## config.mk

```make
export PLATFORM = sky130hd
export DESIGN_NAME = noc2_packet_arbiter_flat
export DESIGN_NICKNAME = d
export VERILOG_FILES = /design/src/rtl/noc2_packet_arbiter_pkg.sv /design/src/rtl/noc2_packet_arbiter_if.sv /design/src/rtl/noc2_packet_arbiter_rr_arb_pick.sv /design/src/rtl/noc2_packet_arbiter.sv /design/src/flat_wrapper.sv
export SDC_FILE = /design/constraint.sdc
export NUM_CORES = 1
export LEC_CHECK = 0
export BUFFER_PORTS_ARGS = -buffer_cell sky130_fd_sc_hd__buf_2
export CAP_MARGIN = 10
export CORE_AREA = 5 5 129 131
export CTS_BUF_LIST = sky130_fd_sc_hd__clkbuf_2
export DETAILED_ROUTE_END_ITERATION = 10
export DIE_AREA = 0 0 134 136
export GPL_TIMING_DRIVEN = 1
export PLACE_DENSITY_LB_ADDON = 0.08
export SLEW_MARGIN = 20
export SYNTH_ARGS = -nofsm -noshare
export SYNTH_HDL_FRONTEND = slang
export SYNTH_SLANG_ARGS = --single-unit
```

## constraint.sdc

```tcl
create_clock -name clk -period 2.73 [get_ports clk]
set_clock_uncertainty 0.15 [all_clocks]
set_input_delay 0.819 -clock clk [delete_from_list [all_inputs] [get_ports clk]]
set_output_delay 0.819 -clock clk [all_outputs]
set_load 0.02 [all_outputs]
```

## src/rtl/noc2_packet_arbiter_pkg.sv

```systemverilog
// Shared NoC2 flit geometry: data width and the header MSG_LENGTH field location.
package noc2_packet_arbiter_pkg;

  localparam int unsigned NOC_DATA_WIDTH   = 64;
  localparam int unsigned MSG_LENGTH_WIDTH = 8;
  localparam int unsigned MSG_LENGTH_LO    = 22;
  localparam int unsigned MSG_LENGTH_HI    = MSG_LENGTH_LO + MSG_LENGTH_WIDTH - 1;

endpackage

```

## src/rtl/noc2_packet_arbiter_if.sv

```systemverilog
// Source-side and downstream flit handshake bundle for the NoC2 packet arbiter.
interface noc2_packet_arbiter_if
  import noc2_packet_arbiter_pkg::*;
#(
  parameter int unsigned NUM_SRC = 4
);

  logic [NUM_SRC-1:0]                src_valid_in;
  logic [NUM_SRC*NOC_DATA_WIDTH-1:0] src_data_in;
  logic [NUM_SRC-1:0]                src_ready_out;
  logic                              noc2_valid_out;
  logic [NOC_DATA_WIDTH-1:0]         noc2_data_out;
  logic                              noc2_ready_in;

  // Arbiter side
  modport slave (
    input  src_valid_in, src_data_in, noc2_ready_in,
    output src_ready_out, noc2_valid_out, noc2_data_out
  );

  // Sources plus downstream sink side
  modport master (
    output src_valid_in, src_data_in, noc2_ready_in,
    input  src_ready_out, noc2_valid_out, noc2_data_out
  );

endinterface

```

## src/rtl/noc2_packet_arbiter_rr_arb_pick.sv

```systemverilog
// Round-robin pick: first requesting index strictly after last_grant, wrapping.
module rr_arb_pick #(
  parameter int unsigned NUM_SRC = 4,
  parameter int unsigned GNT_W   = $clog2(NUM_SRC)
) (
  input  logic [NUM_SRC-1:0] req,
  input  logic [GNT_W-1:0]   last_grant,
  output logic [GNT_W-1:0]   pick,
  output logic               any
);

  logic             found;
  logic [GNT_W-1:0] idx;

  always_comb begin
    pick  = '0;
    found = 1'b0;
    idx   = '0;
    any   = |req;
    // Scan last_grant+1 .. last_grant+NUM_SRC so last_grant itself has lowest priority
    for (int unsigned k = 1; k <= NUM_SRC; k++) begin
      idx = GNT_W'((32'(last_grant) + k) % NUM_SRC);
      if (!found && req[idx]) begin
        pick  = idx;
        found = 1'b1;
      end
    end
  end

endmodule

```

## src/rtl/noc2_packet_arbiter.sv

```systemverilog
// Packet-atomic round-robin merge of NUM_SRC NoC2 flit sources onto one output.
module noc2_packet_arbiter
  import noc2_packet_arbiter_pkg::*;
#(
  parameter int unsigned NUM_SRC = 4,
  parameter int unsigned LEN_W   = MSG_LENGTH_WIDTH
) (
  input  logic                       clk,
  input  logic                       rst_n,
  noc2_packet_arbiter_if.slave       bus,
  output logic [$clog2(NUM_SRC)-1:0] grant_id,
  output logic                       busy
);

  localparam int unsigned GNT_W = $clog2(NUM_SRC);

  typedef enum logic [1:0] {
    ST_IDLE   = 2'd0,
    ST_HEADER = 2'd1,
    ST_BODY   = 2'd2
  } state_e;

  state_e                    state_q, state_d;
  logic [GNT_W-1:0]          grant_q, grant_d;
  logic [GNT_W-1:0]          last_q, last_d;
  logic [LEN_W-1:0]          remaining_q, remaining_d;

  logic [GNT_W-1:0]          pick;
  logic                      any_req;
  logic                      active;
  logic                      sel_valid;
  logic [NOC_DATA_WIDTH-1:0] sel_data;
  logic                      xfer;
  logic [LEN_W-1:0]          hdr_len;

  rr_arb_pick #(
    .NUM_SRC (NUM_SRC),
    .GNT_W   (GNT_W)
  ) u_pick (
    .req        (bus.src_valid_in),
    .last_grant (last_q),
    .pick       (pick),
    .any        (any_req)
  );

  // Combinational passthrough of the granted source while a packet is open
  always_comb begin
    sel_valid         = 1'b0;
    sel_data          = '0;
    bus.src_ready_out = '0;
    for (int i = 0; i < NUM_SRC; i++) begin
      if (grant_q == GNT_W'(i)) begin
        sel_valid = bus.src_valid_in[i];
        sel_data  = bus.src_data_in[i*NOC_DATA_WIDTH +: NOC_DATA_WIDTH];
        bus.src_ready_out[i] = active & bus.noc2_ready_in;
      end
    end
    bus.noc2_valid_out = active & sel_valid;
    bus.noc2_data_out  = active ? sel_data : '0;
  end

  assign active   = (state_q != ST_IDLE);
  assign xfer     = bus.noc2_valid_out & bus.noc2_ready_in;
  assign hdr_len  = sel_data[MSG_LENGTH_LO +: LEN_W];
  assign grant_id = grant_q;
  assign busy     = active;

  always_ff @(posedge clk or negedge rst_n) begin
    if (!rst_n) begin
      state_q     <= ST_IDLE;
      grant_q     <= '0;
      last_q      <= GNT_W'(NUM_SRC - 1);
      remaining_q <= '0;
    end else begin
      state_q     <= state_d;
      grant_q     <= grant_d;
      last_q      <= last_d;
      remaining_q <= remaining_d;
    end
  end

  // Next-state: grant only from IDLE, release on the packet's final transfer
  always_comb begin
    state_d     = state_q;
    grant_d     = grant_q;
    last_d      = last_q;
    remaining_d = remaining_q;
    unique case (state_q)
      ST_IDLE: begin
        if (any_req) begin
          grant_d = pick;
          state_d = ST_HEADER;
        end
      end
      ST_HEADER: begin
        if (xfer) begin
          remaining_d = hdr_len;
          if (hdr_len == '0) begin
            state_d = ST_IDLE;
            last_d  = grant_q;
          end else begin
            state_d = ST_BODY;
          end
        end
      end
      ST_BODY: begin
        if (xfer) begin
          remaining_d = remaining_q - LEN_W'(1);
          if (remaining_q == LEN_W'(1)) begin
            state_d = ST_IDLE;
            last_d  = grant_q;
          end
        end
      end
      default: state_d = ST_IDLE;
    endcase
  end

endmodule

```

## src/flat_wrapper.sv

```systemverilog
// flat-port wrapper written by rule: the top's interface ports become plain ports
module noc2_packet_arbiter_flat import noc2_packet_arbiter_pkg::*;
#(
  parameter int unsigned NUM_SRC = 4,
  parameter int unsigned LEN_W   = MSG_LENGTH_WIDTH
)
  (clk, rst_n, grant_id, busy, bus_src_valid_in, bus_src_data_in, bus_noc2_ready_in, bus_src_ready_out, bus_noc2_valid_out, bus_noc2_data_out);
  noc2_packet_arbiter_if #(.NUM_SRC(NUM_SRC)) bus_i ();
  input  logic clk;
  input  logic rst_n;
  output logic [$clog2(NUM_SRC)-1:0] grant_id;
  output logic busy;
  input wire logic [$bits(bus_i.src_valid_in)-1:0] bus_src_valid_in;
  input wire logic [$bits(bus_i.src_data_in)-1:0] bus_src_data_in;
  input wire logic [$bits(bus_i.noc2_ready_in)-1:0] bus_noc2_ready_in;
  output wire logic [$bits(bus_i.src_ready_out)-1:0] bus_src_ready_out;
  output wire logic [$bits(bus_i.noc2_valid_out)-1:0] bus_noc2_valid_out;
  output wire logic [$bits(bus_i.noc2_data_out)-1:0] bus_noc2_data_out;
  assign bus_i.src_valid_in = bus_src_valid_in;
  assign bus_i.src_data_in = bus_src_data_in;
  assign bus_i.noc2_ready_in = bus_noc2_ready_in;
  assign bus_src_ready_out = bus_i.src_ready_out;
  assign bus_noc2_valid_out = bus_i.noc2_valid_out;
  assign bus_noc2_data_out = bus_i.noc2_data_out;
  noc2_packet_arbiter #(.NUM_SRC(NUM_SRC), .LEN_W(LEN_W)) u_core (.clk(clk), .rst_n(rst_n), .bus(bus_i), .grant_id(grant_id), .busy(busy));
endmodule
```

==> impl_metrics.json, run 1 <==
{
  "cp.required_ns": 1.76,
  "drive_above_1_share_pct": 82.0,
  "synth_cell_type_count": 39,
  "synth-seq-cells": 14,
  "grt_max_degree": 43,
  "core_um2": 15500,
  "dp_hpwl_um": 14200,
  "initial_utilization_pct": 19.2,
  "clkLatencyLatePin_ns": 0.29,
  "cts_tree": "built",
  "fillers": 1602,
  "multiInputGateArea_um2": 2610,
  "remaining_drc_errors": 0,
  "wl_per_cell_um": 20.7,
  "finalWirelength_um": 17200,
  "violations": "setup timing",
  "wl_met3_um": 1240,
  "critPathSlowestCell": "mux4_2",
  "critPathTopFamily": "multiplexers",
  "power_leakage_nw": 2.89,
  "powerDensity_nw_per_um2": 1200,
  "finalHoldViolCount": 0,
  "dp.cells": 796,
  "timing.final.max_slew_violations": 0,
  "holdCritPathClass": "input pin to asynchronous set/reset pin",
  "run_status": "complete, but fails checks",
  "vias_per_cell": 4.72,
  "ant_nets": 0,
  "gp_congestion": 0.833,
  "max_stage_delay_ns": 0.50,
  "ir_drop_mv": 0.555,
  "cp-start-kind": "flip-flop",
  "antenna_found_initial": 8,
  "synth_nets": 541,
  "clk_pin_slew_worst_paths_ns": 0.15,
  "stdcell_count": 830,
  "highest_layer": "met5",
  "die_w_um": 134,
  "reg2reg_depth": 7,
  "synth.area.top_cells": "mux4_2 (49%), and2_1 (14%), dfrtp_1 (10%), ha_1 (2.1%), clkbuf_1 (2.0%)",
  "hold_buffers": 0,
  "rsz0062_at_grt": "true",
  "die-area_um2": 18200,
  "synth_top_cell_by_area": "mux4_2",
  "setup_viol": 63,
  "clock-sinks": 14,
  "path_cells": "buf_12 > clkbuf_16 > mux4_2 > and2_4 > buf_6",
  "ff_latch_area_um2": 360,
  "cts_buffers": 3,
  "grt_overflow": 0,
  "ys_seq_area_share_pct": 11.9,
  "grt_pass1_wl_um": 24600,
  "dr.pass1.iters": 4,
  "fin_crit_sh_pct": 105,
  "synth-async-reset-ratio_pct": 100,
  "cts-root-buf": "clkbuf_2",
  "wl_met1_um": 6010,
  "reg2reg_from": "u_core.grant_id[0]",
  "drt_iter0_markers": 125,
  "holdWs_ns": 0.252,
  "synth_edf_count": 0,
  "die_h_um": 136,
  "worst_pin_slew_ns": 0.377,
  "clk_path_buf_depth": 2,
  "max_freq_mhz": 348,
  "grtUsageTotal_pct": 17.4,
  "r2r-end": "u_core.state_q[1]",
  "syn_to_final_growth_pct": 97.7,
  "h-tree-depth": 1,
  "period_minus_slack_ns": 2.87,
  "setup_ws_ns": -0.141,
  "port_buffers": 334,
  "crit_path_end_kind": "output port",
  "synth.avg_cell_area_um2": 10.9,
  "vias": 3917,
  "yosysWarnings": 0,
  "r2r_slack_ns": 0.02,
  "critPathKind": "flip-flop to output port",
  "power.total_mw": 7.03,
  "final.setup.tns_ns": -6.04,
  "row_count": 46,
  "relSlewSlack_pct": 74.7,
  "max_cap_viol_count": 0,
  "synth_ff_type": "dfrtp_1",
  "netlist_instances": 273,
  "nets": 902,
  "worst-path-buf-inv": 3,
  "num_io_pins": 335,
  "cp_max_fo": 8,
  "grt_pass1_vias": 4353,
  "synth_top_area_share_pct": 49.2,
  "critPathArrivalTime_ns": 1.90,
  "synth_area_um2": 2970,
  "wl_met2_um": 9490
}
-- worst register-to-register path: stages (launching register included) --
cell	delay, ns
dfrtp_4	0.47
buf_12	0.17
buf_6	0.13
mux4_2	0.55
buf_6	0.15
or4_4	0.53
o21a_1	0.22
mux2_4	0.26
-- registers in the layout (all words and copies together), names as in the netlist --
register and flops:
u_core.grant_id 2, u_core.last_q 2, u_core.state_q 2, u_core.remaining_q 8
-- through the flow --
step | area [um^2] | util [%] | setup slack [ns]
3_3_place_gp | 5020 | 32.5 | -0.0267
3_5_place_dp | 5020 | 32.5 | -0.0322
4_1_cts | 5520 | 35.6 | -0.230
2_1_floorplan | 2980 | - | -0.0488
6_report | 5880 | 38.0 | -0.141
5_1_grt | 5880 | 38.0 | -0.242
-- power by group --
group | switching, mW | internal, mW
registers | 0.116 | 0.340
clock network | 0.0725 | 0.0318
logic | 2.89 | 3.58
total | 3.08 | 3.95
-- synthesized netlist by cell type, types with 2 or more instances --
cell	instances
o22a_1	2
dfrtp_1	12
a21oi_1	11
inv_1	10
nor3b_1	2
ha_1	5
clkbuf_1	16
nor2b_1	2
or4_1	2
nor2_1	8
nand3_1	5
mux2i_1	2
buf_1	3
or3_1	3
nand2_1	10
or4_4	2
buf_6	2
o21ai_0	11
and3_1	2
a31o_2	2
a31oi_1	2
o211ai_1	4
o21a_1	2
buf_2	6
dfstp_2	2
and2_1	65
o31ai_1	2
mux4_2	65
o22ai_1	3
-- area by class of cell --
| class | instances | area share, % |
|---|---|---|
| multi-input combinational | 222 | 44.4 |
| clock buffer | 3 | 0.255 |
| sequential | 14 | 6.13 |
| tap | 192 | 4.09 |
| antenna | 5 | 0.213 |
| timing repair buffer | 383 | 44.2 |
| inverter | 10 | 0.638 |
| clock inverter | 1 | 0.0638 |
-- metal layers --
metal	global-route usage, %	vias to the layer above
li1	-	1800
met4	4.06	8
met3	5.77	28
met1	19.1	1922
met5	0	-
met2	32.6	159
-- repair_timing --
item	in CTS	in global routing
pin swaps	2	3
gates resized for setup	94	100
hold endpoints to repair	0	0
setup endpoints to repair	66	67
setup buffers	13	9
gates cloned	3	2
-- cells by family after synthesis --
logic type | Yosys count | synth area share [%]
AO/OA/AOI/OAI | 44 | 9.30
flip-flops | 14 | 11.9
buffers and inverters | 37 | 5.43
multiplexers | 68 | 50.3
adder cells (fa/ha/maj) | 5 | 2.10
AND/OR/NAND/NOR | 105 | 21.0
-- worst max path at each step --
stage | startpoint | end | depth (start not counted)
3_5_place_dp | bus_src_data_in[219] | bus_noc2_data_out[27] | 4
5_1_grt | u_core.grant_id[0] | bus_noc2_data_out[12] | 5
4_1_cts | u_core.grant_id[0] | bus_noc2_data_out[61] | 5
6_report | u_core.grant_id[0] | bus_noc2_data_out[12] | 5
3_3_place_gp | bus_src_data_in[219] | bus_noc2_data_out[27] | 4
2_1_floorplan | u_core.grant_id[0] | bus_noc2_data_out[10] | 5
-- cell usage in the layout, fill, tap and decap left out, types with 3 or more instances in the layout --
cell type and instances:
diode_2 5, o21ai_0 11, and2_4 57, mux4_2 65
a21oi_1 11, buf_4 32, inv_1 10, buf_2 276
and2_1 8, buf_16 3, o22ai_1 3, buf_6 62
dfrtp_1 10, nor2_1 8, clkbuf_2 3, or3_1 3
o211ai_1 4, buf_12 7, nand3_1 5, nand2_1 10
ha_1 4
Note: power is estimated with default switching activity, not from simulation.
==> run 2: changes to the inputs <==
Settings changed: SYNTH_HIERARCHICAL from default to 1.
==> run 2 against run 1 <==
  * The run still ends with setup timing left
  * Via count is 3.7% lower
  * Largest power group unchanged
  * Wire length fell by 0.50%
  * Critical path type unchanged
  * Design area decreased by 0.26%
  * Maximum frequency shrank 0.86%
  * First-iteration DRC count up 10%
  * Count of clock-buffer cells in the layout unchanged
  * Global-route usage down 0.16 points
  * Largest cell class is now non-clock buffers
  * Synthesized cell count down 5.5%
  * Die area did not move
==> impl_metrics.json, run 2 <==
{
  "synth_area_um2": 2900,
  "critPathKind": "flip-flop to output port",
  "drive_above_1_share_pct": 85.1,
  "grt_overflow": 0,
  "synth_top_cell_by_area": "mux4_2",
  "mostFrequentLayoutCells": "buf_2 (271), buf_6 (71), mux4_2 (65), and2_4 (63), buf_4 (17)",
  "r2r-end": "u_core/last_q[0]",
  "yosysWarnings": 6,
  "setup_ws_ns": -0.166,
  "die-area_um2": 18200,
  "syn_to_final_growth_pct": 103,
  "violations": "setup timing",
  "wl_per_cell_um": 21.2,
  "nets": 876,
  "holdWs_ns": 0.262,
  "reg2reg_depth": 8,
  "synth.avg_cell_area_um2": 11.2,
  "synth-seq-cells": 14,
  "cts_buffers": 3,
  "die_h_um": 136,
  "ant_nets": 0,
  "vias_per_cell": 4.69,
  "clock-sinks": 14,
  "netlist_instances": 258,
  "grtUsageTotal_pct": 17.3,
  "synth_nets": 523,
  "holdCritPathClass": "input pin to asynchronous set/reset pin",
  "vias": 3772,
  "clkLatencyLatePin_ns": 0.28,
  "synth-async-reset-ratio_pct": 100,
  "power.total_mw": 7.15,
  "max_cap_viol_count": 0,
  "relSlewSlack_pct": 59.4,
  "drt_iter0_markers": 138,
  "critPathLaunch": "u_core/grant_id[0]",
  "core_um2": 15500,
  "endpoint": "bus_noc2_data_out[11]",
  "period_minus_slack_ns": 2.90,
  "ys_top_cells_by_count": "and2_1 (66), mux4_2 (65), clkbuf_1 (15)",
  "synth_most_common_cell": "and2_1",
  "placed_area_um2": 4950,
  "powerDensity_nw_per_um2": 1220,
  "clk_pin_slew_worst_paths_ns": 0.15,
  "final_cell_area_um2": 5870,
  "fin_crit_sh_pct": 106,
  "ys_seq_area_share_pct": 12.2,
  "max_freq_mhz": 345,
  "dr.pass1.iters": 4,
  "port_buffers": 334,
  "die_w_um": 134,
  "clk_path_buf_depth": 2,
  "initial_utilization_pct": 18.7,
  "remaining_drc_errors": 0,
  "crit_path_end_kind": "output port",
  "rsz0062_at_grt": "true",
  "gp_congestion": 0.844,
  "layout_commonest_cell": "buf_2",
  "synth_top_area_share_pct": 50.6,
  "grt_pass1_vias": 4186,
  "cp_max_fo": 8,
  "h-tree-depth": 1,
  "r2r_slack_ns": 0.07,
  "reg2reg_from": "u_core/grant_id[0]",
  "timing.final.max_slew_violations": 0,
  "cts_tree": "built",
  "regMostFlops": "u_core/remaining_q",
  "finalHoldViolCount": 0,
  "synth_edf_count": 0,
  "grt_max_degree": 49,
  "critPathArrivalTime_ns": 1.93,
  "ir_drop_mv": 0.617,
  "cp.required_ns": 1.76,
  "cp-start-kind": "flip-flop",
  "antenna_found_initial": 4,
  "num_io_pins": 335,
  "grt_pass1_wl_um": 24300,
  "dp_hpwl_um": 14100,
  "synth_ff_type": "dfrtp_1",
  "cts-root-buf": "clkbuf_2",
  "power_leakage_nw": 2.85,
  "row_count": 46,
  "synth_cell_type_count": 39,
  "setup_viol": 65,
  "finalWirelength_um": 17100,
  "run_status": "complete, but fails checks",
  "largest_reg_flops": 8,
  "worst_pin_slew_ns": 0.608,
  "synth.area.top_cells": "mux4_2 (51%), and2_1 (14%), dfrtp_1 (10%), o21ai_1 (2.1%), clkbuf_1 (1.9%)"
}
## run 2: cell types whose count changed in the layout (fill, tap and decap cells not counted), sizes merged, moves of 4 or more
| cell | before | now |
|---|---|---|
| inv | 10 | 4 |
| or4 | 4 | 0 |
| o211ai | 4 | 0 |
| nand3 | 5 | 1 |
| buf | 380 | 372 |
## run 2: kinds of logic (layout without fill, tap and decap cells)
family	Yosys count	count (layout)	synth area share, %
DFF	14	14	12.2
AOI/OAI and AO/OA	36	36	7.69
muxes	70	70	52.5
other	0	3	0
adders and majority gates	2	2	0.864
buffers and inverters	31	383	4.84
and+or+nand+nor	105	105	22.0
## run 2: metrics by stage
stage               setup slack, ns  utilization (%)  instances  setup TNS [ns]
floorplan                   -0.0538                -        258           -2.69
global placement            -0.0161             32.0        780         -0.0456
detailed placement          -0.0363             32.0        780          -0.101
CTS                          -0.216             35.1        797           -9.52
global route                 -0.239             37.9        804          -11.25
finish                       -0.166             37.9        805           -6.11
## run 2: critical path: stages (launching register included)
cell and delay, ns:
dfrtp_4 0.49, buf_12 0.16, buf_12 0.15, mux4_2 0.53, and2_4 0.18, buf_6 0.12
## run 2: where the power goes
group	internal, mW	leakage [nW]	total [mW]	switching, mW
Combinational	3.77	2.68	6.60	2.84
Clock	0.0318	0.0140	0.103	0.0714
Sequential	0.325	0.162	0.443	0.118
Total	4.12	2.85	7.15	3.02
## run 2: layout make-up
type	count	area, um^2
fill	1614	9620
tap	192	240
timing repair buffer	375	2640
multi-input combinational	213	2580
clock buffer	3	15.0
sequential	14	358
inverter	4	15.0
antenna	3	7.51
clock inverter	1	3.75
## run 2: how the worst min path moves through the flow
stage	endpoint	from	slack [ns]
2_1_floorplan	u_core/state_q[0]	u_core/state_q[1]	0.31
3_3_place_gp	u_core/state_q[0]	u_core/state_q[1]	0.34
3_5_place_dp	u_core/state_q[0]	u_core/state_q[1]	0.34
4_1_cts	u_core/remaining_q[6]	rst_n	0.26
5_1_grt	u_core/remaining_q[6]	rst_n	0.26
6_report	u_core/remaining_q[6]	rst_n	0.26
## run 2: timing repair
| action | in CTS | in global routing |
|---|---|---|
| hold buffers | 0 | 0 |
| setup buffers | 11 | 6 |
| cloned | 2 | 3 |
| gates resized for setup | 106 | 108 |
| setup endpoints to repair | 65 | 70 |
| pin swaps | 3 | 47 |
## run 2: layer usage
layer	routed length, um	track usage [%]
met1	5850	18.6
met2	9510	33.6
met3	1370	4.55
met4	321	4.00
met5	27	0
